`src/rtl/multicycle_sequencer.sv`:
```
// Multi-cycle control FSM for the unpipelined RISC-V datapath: walks each
// instruction through FETCH/DECODE/EXEC/MEM/WB, issues strobes and handshakes.
module multicycle_sequencer #(
  parameter int unsigned TIMEOUT = 16,
  parameter int unsigned CNT_W   = 32
) (
  input  logic             clk,
  input  logic             rst_n,
  input  logic             run,
  output logic             imem_req,
  input  logic             imem_ready,
  output logic             ir_we,
  input  logic             dec_reg_write,
  input  logic             dec_mem_en,
  input  logic             dec_mem_wr,
  output logic             dmem_req,
  output logic             dmem_we,
  input  logic             dmem_ready,
  output logic             rf_we,
  output logic             pc_we,
  output logic [CNT_W-1:0] retire_cnt,
  output logic             err,
  output logic [2:0]       state_o
);

  typedef enum logic [2:0] {
    IDLE   = 3'd0,
    FETCH  = 3'd1,
    DECODE = 3'd2,
    EXEC   = 3'd3,
    MEM    = 3'd4,
    WB     = 3'd5,
    ERR    = 3'd7
  } state_t;

  localparam int unsigned WAIT_W = (TIMEOUT < 2) ? 1 : $clog2(TIMEOUT + 1);
  localparam bit          TO_EN  = (TIMEOUT != 0);
  localparam logic [WAIT_W-1:0] WAIT_LAST = WAIT_W'((TIMEOUT == 0) ? 0 : TIMEOUT - 1);

  state_t            state, state_nxt;
  logic [WAIT_W-1:0] wait_cnt;
  logic              rw_q, me_q, mw_q;
  logic              waiting, timeout_hit;

  assign state_o = state;

  // A ready arriving on the last allowed cycle suppresses the timeout
  // because waiting is already low in that cycle.
  assign waiting     = ((state == FETCH) && !imem_ready) ||
                       ((state == MEM)   && !dmem_ready);
  assign timeout_hit = TO_EN && waiting && (wait_cnt == WAIT_LAST);

  always_comb begin
    state_nxt = state;
    imem_req  = 1'b0;
    ir_we     = 1'b0;
    dmem_req  = 1'b0;
    dmem_we   = 1'b0;
    rf_we     = 1'b0;
    pc_we     = 1'b0;
    case (state)
      IDLE: begin
        if (run) state_nxt = FETCH;
      end
      FETCH: begin
        imem_req = 1'b1;
        ir_we    = imem_ready;
        if (imem_ready)       state_nxt = DECODE;
        else if (timeout_hit) state_nxt = ERR;
      end
      DECODE: begin
        state_nxt = EXEC;
      end
      EXEC: begin
        if (me_q)      state_nxt = MEM;
        else if (rw_q) state_nxt = WB;
        else begin
          pc_we     = 1'b1;
          state_nxt = run ? FETCH : IDLE;
        end
      end
      MEM: begin
        dmem_req = 1'b1;
        dmem_we  = mw_q;
        if (dmem_ready) begin
          if (mw_q) begin
            pc_we     = 1'b1;
            state_nxt = run ? FETCH : IDLE;
          end else begin
            state_nxt = WB;
          end
        end else if (timeout_hit) begin
          state_nxt = ERR;
        end
      end
      WB: begin
        rf_we     = 1'b1;
        pc_we     = 1'b1;
        state_nxt = run ? FETCH : IDLE;
      end
      ERR: begin
        state_nxt = ERR;
      end
      default: begin
        state_nxt = IDLE;
      end
    endcase
  end

  always_ff @(posedge clk) begin
    if (!rst_n) begin
      state      <= IDLE;
      wait_cnt   <= '0;
      rw_q       <= 1'b0;
      me_q       <= 1'b0;
      mw_q       <= 1'b0;
      err        <= 1'b0;
      retire_cnt <= '0;
    end else begin
      state <= state_nxt;
      if (state == DECODE) begin
        rw_q <= dec_reg_write;
        me_q <= dec_mem_en;
        mw_q <= dec_mem_wr;
      end
      // Counter is zero outside the wait states, so entry clears it implicitly.
      wait_cnt <= waiting ? wait_cnt + 1'b1 : '0;
      if (state_nxt == ERR) err <= 1'b1;
      if (pc_we) retire_cnt <= retire_cnt + 1'b1;
    end
  end

endmodule

```
`config.mk`:
```
export PLATFORM = sky130hd
export DESIGN_NAME = multicycle_sequencer
export DESIGN_NICKNAME = d
export VERILOG_FILES = /design/src/rtl/multicycle_sequencer.sv
export SDC_FILE = /design/constraint.sdc
export NUM_CORES = 1
export LEC_CHECK = 0
export ABC_AREA = 1
export CORE_MARGIN = 2
export CORE_UTILIZATION = 55
export DETAILED_ROUTE_END_ITERATION = 7
export HOLD_SLACK_MARGIN = 0.03
export PLACE_DENSITY = 0.89
export REMOVE_ABC_BUFFERS = 1
export SLEW_MARGIN = 25
export SYNTH_ARGS = -nofsm -noshare
export SYNTH_HDL_FRONTEND = slang
export SYNTH_SLANG_ARGS = --single-unit
```
`constraint.sdc`:
```
create_clock -name clk -period 3.4 [get_ports clk]
set_clock_uncertainty 0.1 [all_clocks]
set_input_delay 1.02 -clock clk [delete_from_list [all_inputs] [get_ports clk]]
set_output_delay 1.02 -clock clk [all_outputs]
set_load 0.05 [all_outputs]
```
# After elaboration in Yosys (flattened, before gate mapping)
# Cells that the tools add are included.
dict set report op_classes {
  n_addsub 2
  eq_ne 8
  mux 19
  n_reduce_logical 8
}
# operator count
set ops {}
lappend ops {{$add A32 B1 Y32 const B} 1}
lappend ops {{$mux W3} 7}
lappend ops {{$pmux W3 S7} 1}
lappend ops {{$eq A3 B3 Y1 const B} 4}
lappend ops {{$mux W1} 10}
lappend ops {{$eq A3 B2 Y1 const B} 2}
lappend ops {{$add A5 B1 Y5 const B} 1}
lappend ops {{$eq A5 B4 Y1 const B} 1}
lappend ops {{$eq A3 B1 Y1 const B} 1}
lappend ops {{$logic_and A1 B1 Y1} 3}
lappend ops {{$logic_not A3 Y1} 1}
lappend ops {{$pmux W1 S3} 1}
lappend ops {{$logic_not A1 Y1} 2}
lappend ops {{$reduce_and A2 Y1} 1}
lappend ops {{$logic_or A1 B1 Y1} 1}
dict set report totals {
  register_bits 44
  inputBits 8
  output_inout_bits 42
  word_cells 44
}

# Longest topological paths before layout
# Gate-level depths: netlist of run 1.
dict set report logic_depth {
  depth_word 8
  mapped_depth 10
  ltp_nobuf 10
}

# Least setup slack after synthesis of run 1
# Ideal clock, no wire load.
dict set report synth_timing {
  kind {input -> output}
  start {in imem_ready}
  end {out ir_we}
  arrival_time_ns 1.752
  t_required_ns 2.280
  setup_slack_ns 0.528
  cell_stages 2
  path_buffers 0
  cell_sequence {inv_1 > nor2_1}
}
dict set report synth_via {
  elab_chain_cells 1
}
# item line_no
set synth_lines {}
lappend synth_lines {{from (decl)} 11} ;# input logic imem_ready,
lappend synth_lines {{$mux W1} 61} ;# case (state)
lappend synth_lines {{to (decl)} 12} ;# output logic ir_we,
# No other way between the ends.

# Worst setup path after layout of run 1
dict set report layout_timing {
  start {in dmem_ready}
  end {out pc_we}
}
dict set report layout_via {
  elab_chain_cells 2
}
# item line_no
set layout_lines {}
lappend layout_lines {{from (decl)} 18} ;# input logic dmem_ready,
lappend layout_lines {{$mux W1} 85} ;# if (dmem_ready) begin
lappend layout_lines {{$pmux W1 S3} 61}
lappend layout_lines {{to (decl)} 20} ;# output logic pc_we,
# No other way between the ends.

==> results of run 1 <==
[per-stage QoR]
stage / util [%] / hold WS (ns)
2_1_floorplan: - / 0.318
3_3_place_gp: 69.9 / 0.332
3_5_place_dp: 69.9 / 0.352
4_1_cts: 72.0 / 0.365
5_1_grt: 72.0 / 0.389
6_report: 72.0 / 0.365
[critical path: cells and delay by family]
family                 cells  cell delay (ns)
AOI/OAI and AO/OA          1             0.15
buffers and inverters      3             0.72
and+or+nand+nor            2             0.25
[logic make-up (layout without fill, tap and decap cells)]
kind of cell    Yosys count  in the layout  synth area share (%)
compound gates           35             35                  7.64
xor+xnor                  5              5                  1.75
fa+ha+maj                 3              3                  1.50
buf+inv                  65            118                  10.2
flops                    44             44                  35.2
simple gates            245            245                  43.7
[placed cells by master (no fill, tap or decap)]
master,n
nand2_1,122
nor2_1,66
inv_1,57
clkdlybuf4s50_1,47
dfxtp_1,44
nand3_1,24
a21oi_1,20
o21ai_0,11
nand4_1,10
clkbuf_8,6
nor3b_1,5
nor3_1,5
nor2_4,3
xnor2_1,3
ha_1,3
buf_4,3
nand3_2,2
nor2_2,2
nor2_8,2
xor2_1,2
clkinv_2,2
buf_12,2
inv_2,1
a21oi_4,1
nand2_2,1
nand4_2,1
o21ai_1,1
nor3b_2,1
o221ai_1,1
a31oi_1,1
and2_1,1
[flip-flops by register name, indices dropped and copies added, names as in the netlist]
register / flops
retire_cnt: 32
wait_cnt: 5
state_o: 3
err: 1
me_q: 1
mw_q: 1
rw_q: 1
[routing by layer]
layer  share of wire [%]  vias up  routed length [microns]  track usage [%]
met2                  47       65                     2760             40.0
met3                 5.4        5                      314             4.92
met5                   0        -                        0                0
li1                    -     1344                        -                -
met1                  46     1164                     2700             31.3
met4                 1.1        0                       67             8.60
[final cells by class]
type	instances	area, sq um
flip-flops and latches	44	881
inverters	58	218
repair buffers	52	533
multi-input cells	288	1370
well taps	52	65.1
fillers	401	1230
clock buffers	6	82.6
clock inverters	2	10.0
[where the power goes]
part | total (mW) | switching [mW] | internal (mW)
logic | 0.0908 | 0.0589 | 0.0319
clock network | 0.338 | 0.176 | 0.162
registers | 0.528 | 0.00712 | 0.521
[how the worst min path moves through the flow]
stage / start / end / slack (ns) / cells after the start
global route: wait_cnt[0] / wait_cnt[0] / 0.39 / 1
detailed placement: wait_cnt[0] / wait_cnt[0] / 0.35 / 1
CTS: wait_cnt[0] / wait_cnt[0] / 0.36 / 1
finish: wait_cnt[0] / wait_cnt[0] / 0.36 / 1
global placement: wait_cnt[0] / wait_cnt[0] / 0.33 / 1
floorplan: wait_cnt[0] / wait_cnt[0] / 0.32 / 1
==> impl_metrics.yaml, run 1 <==
timing:
  finalSetupTns_ns: 0
  post-route-period-util_pct: 95.8
  setup_ws_ns: 0.142
  slew_headroom_pct: 44.9
  setup_viol: 0
  period_minus_slack_ns: 3.26
  hold_viol: 0
  rsz0062_at_grt: "no"
  finalMaxSlewViolations: 0
  fmax_mhz: 307
  worstMarginPinSlew_ns: 0.826
synth:
  synth.most_common_cell: "nand2_1"
  synth_cell_types: 31
  ys_ff_latch: 44
  synth_top_area_cell: "dfxtp_1"
  async_reset_ff_share_pct: 0
  synthDominantCellAreaShare_pct: 35.2
  synth-edff-count: 0
  synth_common_cells: "nand2_1 (122), nor2_1 (66), inv_1 (57), dfxtp_1 (44), nand3_1 (24)"
  syn_inst: 397
  yosysWarnings: 0
  ys_seq_area_share_pct: 35.2
  synth_area_per_cell_sq_um: 6.31
  yosys-top-cells-area: "dfxtp_1 (35%), nand2_1 (18%), nor2_1 (9.9%)"
  syn-cell-area_sq_um: 2500
  ys.flop_type: "dfxtp_1"
cts:
  cts_buffer_depth: 2
  clock_sinks: 44
  path_clk_slew_ns: 0.08
  h-tree-depth: 2
  cts_tree: "yes"
  cts-buffers-inserted: 5
  clock_latency_ns: 0.30
  cts-hold-fix-buffers: 0
  ctsResizeCount: 0
  postCtsSetupRepairBufs: 0
  cts_root_buf: "clkbuf_8"
cells_and_area:
  area_growth_syn_to_layout_pct: 26.0
  final_nets: 460
  instances_no_fill: 502
  diodes: 0
  drive_gt1_share_pct: 6.00
  final_area_sq_um: 3160
worst_setup_path:
  crit_path_start: "dmem_ready"
  critPathCapture: "pc_we"
  reg2regPathDepth: 8
  path_cells: "clkdlybuf4s50_1 -> nand2_1 -> a21oi_4 -> inv_1 -> nand2_2 -> buf_12"
  r2r_setup_slack_ns: 1.54
  crit_arrival_ns: 2.14
  rr_startpoint: "retire_cnt[0]"
  cp.required_ns: 2.28
  startpoint_type: "primary input"
  slowest_delay_ns: 0.51
  endpoint_kind: "output port"
  crit_fanout: 3
  timing.rr.end: "retire_cnt[16]"
  cp_slowest_cell: "clkdlybuf4s50_1"
  crit_type: "primary input to output port"
floorplanning:
  ioPinCount: 50
  start_util_pct: 57.1
  rows: 24
  core_sq_um: 4380
  die_h_microns: 71.5
  die_x_microns: 71.5
  die_area_sq_um: 5110
drt:
  dr.pass1.iters: 4
  wl_mm: 5.84
  wl_per_cell_microns: 11.6
  drt_iter0_markers: 145
  postRouteAntennaNets: 0
  vias_per_cell: 5.14
  route.detailed.drc: 0
  via_count: 2578
placed_design:
  dpl_worst_slack_ns: 0.150
  portBuffers: 49
  dpl_cell_area_sq_um: 3060
  placed_cells: 494
  place.gp.congestion: 0.891
  place_hpwl_mm: 4.31
power_and_ir_drop:
  ir_drop_uv: 311
  finalPower_uw: 957
  pwr_density_cell_nw_per_um2: 303
  leakage_nw: 1.23
global_route:
  grt_use_total_pct: 24.1
  grt_pass1_vias: 2338
  overflow: 0
  grt_max_degree: 23
  grt_pass1_wl_mm: 10.0
  antenna_found_initial: 0
flow_run:
  maxCapViolCount: 0
outcome:
  status: "finished clean"
worst_hold_path:
  hp-class: "register to register"
No activity file was read; power rests on OpenSTA's default activity.
==> inputs of run 2 (changes only) <==
CAP_MARGIN = 5   (was default)
==> results of run 2 <==
The final DEF is identical to that of run 1; final timing and power are the same.
